$ cat config.mk
export PLATFORM = sky130hd
export DESIGN_NAME = morse_display_scan
export DESIGN_NICKNAME = d
export VERILOG_FILES = /design/src/rtl/morse_pkg.sv /design/src/rtl/scan_timer.sv /design/src/rtl/morse_display_scan.sv
export SDC_FILE = /design/constraint.sdc
export NUM_CORES = 1
export LEC_CHECK = 0
export BUFFER_PORTS_ARGS = -buffer_cell sky130_fd_sc_hd__buf_2
export CAP_MARGIN = 30
export CELL_PAD_IN_SITES_DETAIL_PLACEMENT = 1
export CELL_PAD_IN_SITES_GLOBAL_PLACEMENT = 1
export CORE_AREA = 2 2 108 68
export DETAILED_ROUTE_END_ITERATION = 16
export DIE_AREA = 0 0 110 70
export PLACE_DENSITY_LB_ADDON = 0.25
export SLEW_MARGIN = 20
export SYNTH_ARGS = -nofsm -noshare
export SYNTH_HDL_FRONTEND = slang
export SYNTH_HIERARCHICAL = 1
export SYNTH_SLANG_ARGS = --single-unit
$ cat constraint.sdc
create_clock -name C -period 2.6 [get_ports C]
set_input_delay 0.13 -clock C [delete_from_list [all_inputs] [get_ports C]]
set_output_delay 0.13 -clock C [all_outputs]
set_load 0.05 [all_outputs]
$ cat src/rtl/morse_pkg.sv
// Constants shared by the Morse digit decoder and the display scanner.
package morse_pkg;

  localparam logic [1:0] ST_BUSY = 2'b00;
  localparam logic [1:0] ST_IDLE = 2'b01;
  localparam logic [1:0] ST_DONE = 2'b10;
  localparam logic [1:0] ST_ERR  = 2'b11;

  localparam logic [6:0] SEG_BLANK   = 7'b0000000;
  localparam int         DISP_DIGITS = 4;

endpackage

$ cat src/rtl/scan_timer.sv
// Free-running digit-slot timer: prescaler of SCAN_DIV clocks and a 2-bit slot index.
module scan_timer
  import morse_pkg::*;
#(
  parameter int SCAN_DIV = 12_500
) (
  input  logic       C,
  input  logic       nR,
  output logic [1:0] idx,
  output logic       tick
);

  localparam int               PRE_W   = $clog2(SCAN_DIV);
  localparam logic [PRE_W-1:0] PRE_MAX = PRE_W'(SCAN_DIV - 1);

  logic [PRE_W-1:0] preCnt_r;
  logic [1:0]       idx_r;

  assign tick = (preCnt_r == PRE_MAX);
  assign idx  = idx_r;

  // Prescaler wraps at SCAN_DIV-1 and advances the slot index on the wrap.
  always_ff @(posedge C or negedge nR) begin
    if (!nR) begin
      preCnt_r <= {PRE_W{1'b0}};
      idx_r    <= 2'd0;
    end else if (tick) begin
      preCnt_r <= {PRE_W{1'b0}};
      idx_r    <= idx_r + 2'd1;
    end else begin
      preCnt_r <= preCnt_r + PRE_W'(1);
      idx_r    <= idx_r;
    end
  end

endmodule

$ cat src/rtl/morse_display_scan.sv
// Captures completed Morse digits into a 4-deep history and multiplexes them
// onto a 4-position 7-segment display.
module morse_display_scan
  import morse_pkg::*;
#(
  parameter int SCAN_DIV = 12_500
) (
  input  logic       C,
  input  logic       nR,
  input  logic [6:0] ABCDEFGY,
  input  logic [1:0] StatusY,
  input  logic       CLR,
  output logic [6:0] SegY,
  output logic [3:0] DigY,
  output logic       ErrY,
  output logic [2:0] CntY
);

  logic       doneQ_r;
  logic       capQ_r;
  logic [1:0] statQ_r;
  logic [6:0] segIn_r;
  logic [6:0] digBuf_r [DISP_DIGITS];
  logic [2:0] cnt_r;
  logic       err_r;
  logic [1:0] idx_s;
  logic       unusedTick_s;
  logic       cap_s;

  // doneQ resets high so a status already done at reset release is ignored.
  assign cap_s = StatusY[1] & ~doneQ_r;

  scan_timer #(.SCAN_DIV(SCAN_DIV)) uTimer (
    .C    (C),
    .nR   (nR),
    .idx  (idx_s),
    .tick (unusedTick_s)
  );

  // Sample the decoder and register the capture event; CLR in the event cycle drops it.
  always_ff @(posedge C or negedge nR) begin
    if (!nR) begin
      doneQ_r <= 1'b1;
      capQ_r  <= 1'b0;
      statQ_r <= ST_BUSY;
      segIn_r <= SEG_BLANK;
    end else begin
      doneQ_r <= StatusY[1];
      capQ_r  <= cap_s & ~CLR;
      statQ_r <= StatusY;
      segIn_r <= ABCDEFGY;
    end
  end

  // Digit history (newest at index 0), valid count and sticky error flag.
  always_ff @(posedge C or negedge nR) begin
    if (!nR) begin
      for (int i = 0; i < DISP_DIGITS; i++) digBuf_r[i] <= SEG_BLANK;
      cnt_r <= 3'd0;
      err_r <= 1'b0;
    end else if (CLR) begin
      for (int i = 0; i < DISP_DIGITS; i++) digBuf_r[i] <= SEG_BLANK;
      cnt_r <= 3'd0;
      err_r <= 1'b0;
    end else if (capQ_r) begin
      case (statQ_r)
        ST_DONE: begin
          digBuf_r[3] <= digBuf_r[2];
          digBuf_r[2] <= digBuf_r[1];
          digBuf_r[1] <= digBuf_r[0];
          digBuf_r[0] <= segIn_r;
          cnt_r       <= (cnt_r == 3'(DISP_DIGITS)) ? cnt_r : cnt_r + 3'd1;
        end
        ST_ERR:  err_r <= 1'b1;
        default: err_r <= err_r;
      endcase
    end else begin
      cnt_r <= cnt_r;
      err_r <= err_r;
    end
  end

  // Drive the active slot only when it holds a valid digit; otherwise blank everything.
  always_ff @(posedge C or negedge nR) begin
    if (!nR) begin
      SegY <= SEG_BLANK;
      DigY <= 4'b0000;
    end else if ({1'b0, idx_s} < cnt_r) begin
      SegY <= digBuf_r[idx_s];
      DigY <= 4'b0001 << idx_s;
    end else begin
      SegY <= SEG_BLANK;
      DigY <= 4'b0000;
    end
  end

  assign ErrY = err_r;
  assign CntY = cnt_r;

endmodule

==> results.md, run 1 <==
- The floorplan has 24 rows.
- For the pin with the worst max-slew slack, the measured transition is 0.741 ns.
- The power per cell area is 590 nW/um^2.
- The iteration-0 DRC count of the detailed router is 96.
- After routing, the total negative slack on setup checks comes to 0 ns.
- The final design utilization is 50.4%.
- The area of placed instances is 3170 um^2.
- The count of flip-flops with a built-in enable after synthesis is 0.
- IR analysis of the VDD net gives a maximum drop of 0.000224 V.
- The largest area contributor in the synthesized netlist is dfrtp_1.
- The worst setup path is captured at a flop.
- The total die area is 7700 um^2.
- The final layout contains 318 nets.
- From bottom edge to top edge, the die measures 70 um.
- After routing the design area is between 3000 and 4000 um^2.
- In this run the remaining antenna-violating nets after routing total 0.
- In the post-synthesis netlist, the biggest area contributors are dfrtp_1, nand2_1, a21oi_1.
- The internal reg-to-reg setup slack is 0.44 ns.
- The design draws 2.04 mW.
- The signal on the critical path passes through ha_1 > or4bb_1 > nor4_4 > and2b_2.
- In the final routed layout, each cell accounts on average for 15.3 um.
- After filler insertion, the fill cell instance count of the layout stands at 743.
- The count of max-cap constraint violations is 0.
- After synthesis, the largest area contributor takes up 58.3% of total cell area.
- Entering global routing, the biggest net connects 39 pins.
- The Yosys step of the flow raised 6 warnings.
- Buffers added to address setup during post-CTS repair amount to 0.
- Setup repair after global routing left no endpoint under its margin.
- The portion of the post-synthesis area used by sequential elements is 59.2%.
- Between clock sinks in the finished design, the worst skew comes to 0.0110 ns.
- The number of buffers and inverters on the critical path is 0.
- The number of sinks driven by the clock tree is 70.
- The number of input and output port buffers inserted is 26.
- The highest net fanout along the worst path is 9.
- The clock slew seen by the registers of the worst setup and hold paths is 0.07 ns.
- The number of clock buffers inserted by TritonCTS is 9.
- The clock passes through at most 2 buffers.
- The hold violation count in the final report is 0.
- The die boundary width is 110 um.
- The number of global-route vias before repair is 2108.
- Across all layers, the routed design uses 2052 vias.
- After synthesis, the mean cell area works out to roughly 11 um^2.
- Routability-driven placement finished with a final weighted congestion of around 0.81.
- The prevailing post-synth register cell is dfrtp_1.
- The worst slack at placement is 0.476 ns.
- The sum of overflow across all layers after global routing is 0.
- The category of the worst setup path launch point is a flop.
- The time the final worst path needs with I/O delays and setup is around 2.2 ns.
- The post-route worst setup slack is about 0.44 ns.
- The number of standard cells after synthesis is 266.
- The type of the tightest min-delay check is in -> reg.
- The cell area that synthesis handed to floorplanning was between 2000 and 3000 um^2.
- The placeable core region is 6880 um^2.
- The largest single stage delay on the critical path is 0.58 ns.
- The arrival time of data at the critical path endpoint is 2.40 ns.
- The cell with the biggest individual delay on the critical path is or4bb_1.
- Counting flops with an async set or reset pin after synthesis yields a share of 100%.
- The final worst-path cycle share is 82.9%.
- The leakage component of the power is 1.52 nW.
- The initial antenna violation count is 0.
- The root buffer selected by CTS is clkbuf_8.
- The type of the worst setup path is reg -> reg.
- Setup violations remaining at the end of the flow were counted as 0.
- The synthesized flop and latch total is 70.
- Global routing consumed, over all layers together, 18.3% of the routing resources.
- The initial core utilization is 43.1%.
- The global-route wire length before repair is 10.6 mm.
- In this run, distinct cell masters in the synthesized netlist total 44.
- Pin placement for this block handled 27 I/O pins.
- The total number of H-tree levels is 3.
- The detailed-routing iteration count for the pre-antenna-repair pass is 4.
- Using the TritonRoute via totals, the vias-per-cell ratio works out to 5.16.
- The worst path required time is roughly 2.8 ns.
- The later pin in the worst-skew pair is clocked with a latency of ~0.35 ns.
- TritonCTS built the clock tree.
- For this block, the routed nets add up to 6.08 mm of wire.
- The layout overhead on the synthesized area is 17.0%.
- The maximum achievable frequency is 464 MHz.
- The flow ran to the end, and the final reports show no timing, DRC or antenna violations.
- The cell type group with the largest total delay on the critical path is simple AND/OR/NAND/NOR gates.
- The share of layout cells above drive strength 1 is 19.2%.
- The max-slew violation count was 0.
- Measured against its own limit, the worst slew margin works out to 50.6%.
- The synthesized netlist net count is 282.
- After detailed routing, the number of remaining DRC violations is 0.
- 0 antenna diodes ended up in the layout.
- The final HPWL from detailed placement is about 4.1 mm.
worst register-to-register path, delay by kind of cell, from the launching register on:
kind / cells / cell delay [ns]
flops: 1 / 0.41
fa+ha+maj: 1 / 0.30
simple gates: 3 / 1.34
cell usage after synthesis, types with 2 or more instances:
cell / n
nand3_1: 8
nor3_1: 2
nor4_1: 3
buf_2: 4
o21ai_0: 2
clkbuf_1: 7
buf_4: 3
nand2b_1: 4
ha_1: 4
nand4_1: 2
a21boi_0: 7
inv_1: 5
dfrtp_1: 69
xnor2_1: 4
nor2_1: 8
a21oi_1: 36
or3_1: 2
xor2_1: 6
mux4_2: 6
nand2_1: 60
cell usage in the layout, fill, tap and decap left out, types with 2 or more instances in the layout:
master | netlist | layout
dfrtp_1 | 69 | 69
nand2_1 | 60 | 60
a21oi_1 | 36 | 36
buf_2 | 4 | 26
dlygate4sd3_1 | 0 | 10
clkbuf_8 | 0 | 9
nor2_1 | 8 | 8
nand3_1 | 8 | 8
a21boi_0 | 7 | 7
mux4_2 | 6 | 6
xor2_1 | 6 | 6
inv_1 | 5 | 5
nand2b_1 | 4 | 4
ha_1 | 4 | 4
xnor2_1 | 4 | 4
buf_4 | 3 | 3
nor4_1 | 3 | 3
clkinv_2 | 0 | 2
clkinv_4 | 0 | 2
nand4_1 | 2 | 2
nor3_1 | 2 | 2
o21ai_0 | 2 | 2
or3_1 | 2 | 2
routing by layer:
metal / routed length [um] / global-route usage, %
met5: 0 / 0
met4: 95 / 7.74
met3: 258 / 4.95
met2: 2440 / 23.7
met1: 3290 / 28.6
report_power, final:
group	total, mW	internal (mW)	switching (mW)	leakage, nW
Sequential	1.11	1.10	0.00553	0.938
Clock	0.866	0.445	0.421	0.0996
Combinational	0.0721	0.0259	0.0462	0.479
registers in the layout (all words and copies together) (netlist names), 2 cells and up:
signal / flops
SegY: 7
statQ_r: 2
uTimer/preCnt_r: 14
segIn_r: 7
uTimer/idx: 2
DigY: 4
CntY: 3
digBuf_r: 28
path summary, 6_finish.rpt:
| check | start | endpoint | cells past startpoint |
|---|---|---|---|
| min in group asynchronous | nR | CntY[0]$_DFFE_PN0P_ | 2 |
| worst min register to register | segIn_r[5]$_DFF_PN0_ | digBuf_r[26]$_DFFE_PN0P_ | 2 |
| worst max register to register | uTimer/preCnt_r[0]$_DFF_PN0_ | uTimer/preCnt_r[1]$_DFF_PN0_ | 4 |
| worst max-delay path | uTimer/preCnt_r[0]$_DFF_PN0_ | uTimer/preCnt_r[1]$_DFF_PN0_ | 4 |
| max in group asynchronous | nR | doneQ_r$_DFF_PN1_ | 3 |
| worst min-delay path | CLR | ErrY$_DFFE_PN0P_ | 2 |
layout make-up:
type	instances	area [um^2]	share of cell area [%]
Clock buffer	9	124	3.57
Clock inverter	7	73.8	2.13
Inverter	5	18.8	0.542
Multi-Input combinational cell	176	1110	32.0
Sequential cell	70	1750	50.6
Tap cell	91	114	3.29
Timing Repair Buffer	40	273	7.87
cell families (layout without fill, tap and decap cells):
logic type | after synthesis | in the layout | synth area share, %
adder cells (fa/ha/maj) | 4 | 4 | 1.69
flip-flops | 70 | 70 | 59.2
AND/OR/NAND/NOR | 101 | 101 | 16.6
multiplexers | 9 | 9 | 6.17
buffers and inverters | 20 | 61 | 3.34
AO/OA/AOI/OAI | 52 | 52 | 10.1
XOR/XNOR | 10 | 10 | 2.96
through the flow:
stage	cells	hold slack [ns]
finish	398	0.314
global route	398	0.335
CTS	398	0.293
detailed placement	372	0.240
global placement	372	0.238
floorplan	266	-0.166
timing repair:
| action | 4_1_cts | 5_1_grt |
|---|---|---|
| endpoints found under the hold margin | 42 | 0 |
| hold buffers | 10 | 0 |
| gates resized for setup | 0 | 0 |
| endpoints found under the setup margin | 0 | 0 |
Power figures use the tool's default switching activity.
==> run 2: changes to the inputs <==
ABC_AREA = 1   (was unset)
CORE_AREA = 2 2 114 72   (was 2 2 108 68)
DIE_AREA = 0 0 116 74   (was 0 0 110 70)
clock period = 2.1 ns   (was 2.6 ns; I/O delays follow)
==> results.md, run 2 <==
- The run finished with clean final reports.
- The most common cell after layout, fill and taps aside is nand2_1.
- The number of rows in the core area is 25 (+4.2%).
- The number of hold-repair buffers added at the cts stage is 11 (+1).
- The kind of cell with the highest combined delay along the critical path is flip-flops.
- Setup repair after global routing left no endpoint under its margin.
- The wire length reported by the detailed router is 7.73 mm (+27%).
- The final count of negative-setup-slack endpoints is 0 (unchanged).
- The time the final worst path needs with I/O delays and setup is 1.61 ns (-0.551 ns).
- The total power was 2.98 mW (+46%).
- The average wire per standard cell came to 14.6 um (-4.5%).
- The pin slew with the least headroom to its limit is 0.592 ns (-0.149 ns).
- The iteration-0 DRC count of the detailed router is 160 (+67%).
- The max-slew violation count is 0 (unchanged).
- The via count normalized by instance count is 5.02 (-2.7%).
- The placeable core region is 7570 um^2 (+10%).
- The total number of H-tree levels is 3 (unchanged).
- The warning count from the yosys run is 6 (unchanged).
- The sum of overflow across all layers after global routing is 0 (unchanged).
- The source-to-sink clock delay at the later pin of the worst-skew pair is 0.34 ns (about the same).
- The worst relative slew slack came to 60.5% (+10 points).
- The category of the worst setup path capture point is a flop.
- The synthesized netlist net count is 393 (+39%).
- The final worst clock skew is 0.00635 ns (-0.00460 ns).
- The DRC violations left is 0 (unchanged).
- The final HPWL from detailed placement is 5.40 mm (+31%).
- The number of instances in the placed design is 503 (+35%).
- The detailed route wirelength on metal3 is 308 um (+19%).
- The leakage component of the power is 2.05 nW (+35%).
- In this run the top signal layer used is met4.
- The synthesized area divided by synthesized cell count is 8.65 um^2 (-22%).
- The wire length the detailed router placed on met1 is 4.11 mm (+25%).
- The hold violation count in the final report was 0 (unchanged).
- The number of global-route vias before repair is 2718 (+29%).
- The arrival time of data at the critical path endpoint is 1.81 ns (-0.59 ns).
- The die boundary height came to 74 um (+5.7%).
- The number of setup buffers added after CTS came to 0 (unchanged).
- Walking the worst path, the cells encountered are ha_1 > nand2_4 > a21oi_4 > nor2_1.
- The number of nets with antenna violations after routing is 0 (unchanged).
- The cell with the biggest individual delay on the critical path is dfrtp_1.
- The detailed-routing iteration count for the pre-antenna-repair pass was 4 (unchanged).
- The total die area is 8580 um^2 (+11%).
- The post-cts repair resize count is 0 (unchanged).
- In the layout the commonest cells are nand2_1, nand3_1, dfrtp_1.
- The antenna diode instance count is 0 (unchanged).
- The overall track demand over capacity in global routing is 20.7% (+2.4 points).
- The clock tree from TritonCTS is built.
- The setup TNS is 0 ns (unchanged).
- The maximum cell stage delay along the critical path was 0.55 ns (-0.03 ns).
- The peak ir drop on the vdd network is 0.000477 V (+110%).
- The post-synthesis instance area is 3260 um^2 (+10%).
- The highest net fanout along the worst path is 14 (+5).
- The register bank with the most flops is digBuf_r.
- The initial core utilization is 43.1% (about the same).
- The power per cell area is 764 nW/um^2 (+30%).
- The number of clock buffers inserted by TritonCTS is 9 (unchanged).
- The root buffer selected by CTS is clkbuf_16.
- The share of layout cells above drive strength 1 was 19.2% (-0.024 points).
- Compared with the post-synthesis result, the final layout area differs by 19.8%.
- The initial antenna violation count came to 0 (unchanged).
- The total number of nets in the final design was 433 (+36%).
- The count of pins on the block boundary is 27 (unchanged).
- The worst hold margin is 0.311 ns (-0.00307 ns).
- The worst path required time is 2.31 ns (-0.53 ns).
- The count of max-cap constraint violations is 0 (unchanged).
- The routed length on met2 is 3.21 mm (+32%).
- The type of the worst setup path is reg -> reg.
- The final instance count without filler cells is 530 (+33%).
- The count of filler cells inserted in the layout came to 929 (+25%).
- The routability-driven placement congestion ratio is 0.833 (+2.9%).
- The category of the worst setup path launch point is a flop.
- The number of sinks driven by the clock tree is 70 (unchanged).
- The global-route wire length before repair came to 13.3 mm (+26%).
- The die boundary width is 116 um (+5.5%).
- The number of input and output port buffers inserted is 26 (unchanged).
- The number of standard cells after synthesis was 377 (+42%).
- The final worst-path cycle share was 76.4% (-6.5 points).
- The total via count in the routed design was 2658 (+30%).
- The flip-flop count of the largest register, all copies and words added is 28 (unchanged).
- The maximum root-to-sink buffer count is 2 (unchanged).
- The maximum achievable frequency was 623 MHz (+34%).
- The clock slew seen by the registers of the worst setup and hold paths is 0.06 ns (about the same).
- The number of buffers and inverters on the critical path is 0 (unchanged).
- The largest registers in the layout are digBuf_r: 28 flops, uTimer/preCnt_r: 14 flops.
- The maximum number of pins on one net before global-route repair is 35 (-10%).
- The type of the tightest min-delay check is in -> async.
run 2: path summary, 6_finish.rpt:
check                                                from                        to  slack, ns  cells after the start
worst max-delay path            uTimer/idx[1]$_DFFE_PN0N_         SegY[6]$_DFF_PN0_       0.49                      4
worst min-delay path                                   nR      segIn_r[6]$_DFF_PN0_       0.31                      2
worst max register to register  uTimer/idx[1]$_DFFE_PN0N_         SegY[6]$_DFF_PN0_       0.49                      4
worst min register to register       segIn_r[4]$_DFF_PN0_  digBuf_r[25]$_DFFE_PN0P_       0.48                      2
max in group asynchronous                              nR  digBuf_r[18]$_DFFE_PN0P_       1.19                      3
min in group C                                ABCDEFGY[5]      segIn_r[5]$_DFF_PN0_       0.41                      2
run 2: metrics by stage:
| stage | util, % | setup WS [ns] | area, um^2 |
|---|---|---|---|
| after floorplan | - | 0.508 | 3260 |
| after global placement | 46.2 | 0.558 | 3500 |
| after detailed placement | 46.2 | 0.509 | 3500 |
| after CTS | 51.6 | 0.500 | 3910 |
| after global routing | 51.6 | 0.380 | 3910 |
| final | 51.6 | 0.495 | 3910 |
run 2: area by class of cell:
cell class / count / area (um^2) / share of cell area, %
Clock buffer: 9 / 225 / 5.76
Clock inverter: 7 / 73.8 / 1.89
Inverter: 28 / 110 / 2.82
Multi-Input combinational cell: 262 / 1290 / 33.0
Sequential cell: 70 / 1750 / 44.9
Tap cell: 108 / 135 / 3.46
Timing Repair Buffer: 46 / 320 / 8.20
run 2: routing by layer:
metal  GRT usage, %  up-vias
met5              0        -
met4           7.14        0
met3           5.95        9
met2           29.5       46
met1           30.5     1299
li1               -     1304
run 2: worst register-to-register path, stage by stage, from the launching register on:
cell and delay (ns):
dfrtp_1 0.55, ha_1 0.41, nand2_4 0.06, a21oi_4 0.38, nor2_1 0.07
run 2: report_power, final:
group	switching, mW	total [mW]	internal, mW
sequential	0.00652	1.37	1.36
clock	0.585	1.51	0.922
combinational	0.0706	0.107	0.0364
==> run 3: changes to the inputs <==
CORE_AREA = 2 2 119 75   (was 2 2 114 72)
DIE_AREA = 0 0 121 77   (was 0 0 116 74)
clock period = 1.35 ns   (was 2.1 ns; I/O delays follow)
==> results.md, run 3 (synthesis results as in run 2) <==
- The run finished with clean final reports.
- The number of global-route vias before repair is 2720 (+0.074%).
- The post-route cell area is 4030 um^2 (+3.2%).
- The arrival time of data at the critical path endpoint came to 1.51 ns (-0.30 ns).
- The root buffer cell chosen for the clock tree is clkbuf_16.
- digBuf_r holds more flip-flops than any other register.
- Setup repair after global routing could not meet its margin everywhere.
- The maximum achievable frequency is 781 MHz (+25%).
- The leakage component of the power was 2.08 nW (+1.7%).
- The die boundary width is 121 um (+4.3%).
- The area growth from synthesis to layout is 23.7%.
- The launch point of the critical path is uTimer/preCnt_r[1]$_DFF_PN0_.
- The final worst-path cycle share is 94.8% (+18 points).
- The worst path required time is 1.58 ns (-0.73 ns).
- The wire length reported by the detailed router is 8.05 mm (+4.2%).
- The placeable core region is 8230 um^2 (+8.7%).
- The largest registers in the layout are digBuf_r: 28 flops, uTimer/preCnt_r: 14 flops.
- The routability-driven placement congestion ratio is 0.800 (-4.0%).
- The combined area of the multi-input logic cells came to 1340 um^2 (+3.5%).
- The source-to-sink clock delay at the later pin of the worst-skew pair is 0.34 ns (about the same).
- The register area came to 1760 um^2 (+0.14%).
- The antenna diode instance count is 0 (unchanged).
- The final worst clock skew is 0.00459 ns (-0.00176 ns).
- The final instance count without filler cells is 537 (+1.3%).
- The clock network fraction of design power came to 50.7% (+0.2 points).
- The final HPWL from detailed placement came to 5.46 mm (+1.0%).
- The number of nets with antenna violations after routing came to 0 (unchanged).
- The count of max-cap constraint violations is 0 (unchanged).
- The number of input and output port buffers inserted was 26 (unchanged).
- The detailed-routing iteration count for the pre-antenna-repair pass is 4 (unchanged).
- The number of clock buffers inserted by TritonCTS was 9 (unchanged).
- The DRC violations left is 0 (unchanged).
- The maximum root-to-sink buffer count came to 2 (unchanged).
- The number of sinks driven by the clock tree came to 70 (unchanged).
- The final design utilization was 49.0% (-2.6 points).
- The sum of overflow across all layers after global routing is 0 (unchanged).
- The hold violation count in the final report came to 0 (unchanged).
- The total power was 4.68 mW (+57%).
- The total via count in the routed design is 2645 (-0.49%).
- The net switching power of the design came to 1.03 mW (+55%).
- The worst relative slew slack is 69.0% (+8.5 points).
- The total die area is 9320 um^2 (+8.5%).
- The share of layout cells above drive strength 1 is 22.4% (+3.2 points).
- The average wire per standard cell came to 15.0 um (+2.9%).
- The count of filler cells inserted in the layout is 987 (+6.2%).
- The number of setup buffers added after CTS is 0 (unchanged).
- The maximum number of pins on one net before global-route repair was 36 (+2.9%).
- The overall track demand over capacity in global routing is 19.4% (-1.3 points).
- The area of placed instances is 3590 um^2 (+2.6%).
- The flip-flop count of the largest register, all copies and words added was 28 (unchanged).
- The count of pins on the block boundary is 27 (unchanged).
- The sequential share of power is 45.6% (-0.3 points).
- The internal power came to 3.65 mW (+57%).
- The portion of total power attributed to combinational logic is 3.7% (about the same).
- The highest net fanout along the worst path was 5 (-9).
- The max-slew violation count is 0 (unchanged).
- The via count normalized by instance count was 4.93 (-1.8%).
- The category of the worst setup path launch point is a flop.
- The initial core utilization was 39.6% (-3.5 points).
- The type of the tightest min-delay check is in -> async.
- The worst hold margin was 0.310 ns (-0.000573 ns).
- The library cell used most frequently in the layout, excluding fill and tap cells, is nand2_1.
- The initial antenna violation count is 0 (unchanged).
- The number of rows in the core area was 26 (+4.0%).
- The iteration-0 DRC count of the detailed router is 104 (-35%).
- The die boundary height is 77 um (+4.1%).
- The final count of negative-setup-slack endpoints is 0 (unchanged).
- In this run the critical register-to-register path is launched from uTimer/preCnt_r[1]$_DFF_PN0_.
- The global-route wire length before repair was 13.9 mm (+4.7%).
- The worst setup path is captured at a flop.
- The proportion of total power due to net switching came to 21.9% (-0.29 points).
- The peak ir drop on the vdd network is 0.000754 V (+58%).
- The top cell types in the final layout, fill and taps aside, are nand2_1, nand3_1, dfrtp_1.
- The total number of nets in the final design is 436 (+0.69%).
- The pin slew with the least headroom to its limit came to 0.465 ns (-0.127 ns).
- The total number of H-tree levels is 3 (unchanged).
- The time the final worst path needs with I/O delays and setup is 1.28 ns (-0.325 ns).
- The clock slew seen by the registers of the worst setup and hold paths came to 0.06 ns (about the same).
- The type of the worst setup path is reg -> reg.
- The number of instances in the placed design was 510 (+1.4%).
- The clock tree from TritonCTS is built.
- The power per cell area is 1160 nW/um^2 (+52%).
-- run 3: power groups by stage --
stage / clock network, mW / registers [mW] / logic (mW)
finish: 2.37 / 2.13 / 0.173
global route: 2.54 / 2.13 / 0.195
CTS: 2.44 / 2.13 / 0.178
detailed placement: 0 / 2.17 / 0.154
global placement: 0 / 2.17 / 0.151
floorplan: 0 / 2.17 / 0.0546
-- run 3: final timing paths --
path / endpoint / slack [ns] / depth (start not counted)
min in group C: segIn_r[0]$_DFF_PN0_ / 0.36 / 2
max in group asynchronous: CntY[1]$_DFFE_PN0P_ / 0.67 / 3
worst max-delay path: uTimer/preCnt_r[6]$_DFF_PN0_ / 0.07 / 6
worst min-delay path: statQ_r[1]$_DFF_PN0_ / 0.31 / 3
worst max register to register: uTimer/preCnt_r[6]$_DFF_PN0_ / 0.07 / 6
worst min register to register: digBuf_r[25]$_DFFE_PN0P_ / 0.47 / 2
-- run 3: area by class of cell --
type,instances,area share [%]
Multi-Input combinational cell,262,33.1
Clock buffer,10,5.92
Tap cell,112,3.47
Sequential cell,70,43.5
Timing Repair Buffer,49,9.74
Clock inverter,6,1.52
Inverter,28,2.73
-- run 3: critical path, stage by stage (launching register included) --
cell,delay (ns)
dfrtp_1,0.42
ha_4,0.19
nand3_1,0.09
nor2_2,0.16
nand2_1,0.11
inv_1,0.14
nor2_1,0.06
-- run 3: repair_timing --
item | CTS | global route
hold buffers | 11 | 0
hold endpoints to repair | 81 | 0
resized for setup | 0 | 8
setup endpoints to repair | 0 | 13
-- run 3: routing by layer --
| metal | track usage (%) | vias to the layer above | routed length, um | part of all wire (%) |
|---|---|---|---|---|
| met2 | 26.1 | 58 | 3310 | 41 |
| met3 | 4.84 | 13 | 376 | 4.7 |
| met1 | 29.4 | 1275 | 4230 | 52 |
| met5 | 0 | - | 0 | 0 |
| li1 | - | 1299 | - | - |
| met4 | 7.79 | 0 | 137 | 1.7 |
-- run 3: through the flow --
| step | worst slack, ns | setup TNS, ns |
|---|---|---|
| finish | 0.0700 | 0 |
| global route | -0.00594 | -0.0101 |
| CTS | 0.000446 | 0 |
| detailed placement | 0.0451 | 0 |
| global placement | 0.100 | 0 |
| floorplan | -0.0266 | -0.258 |
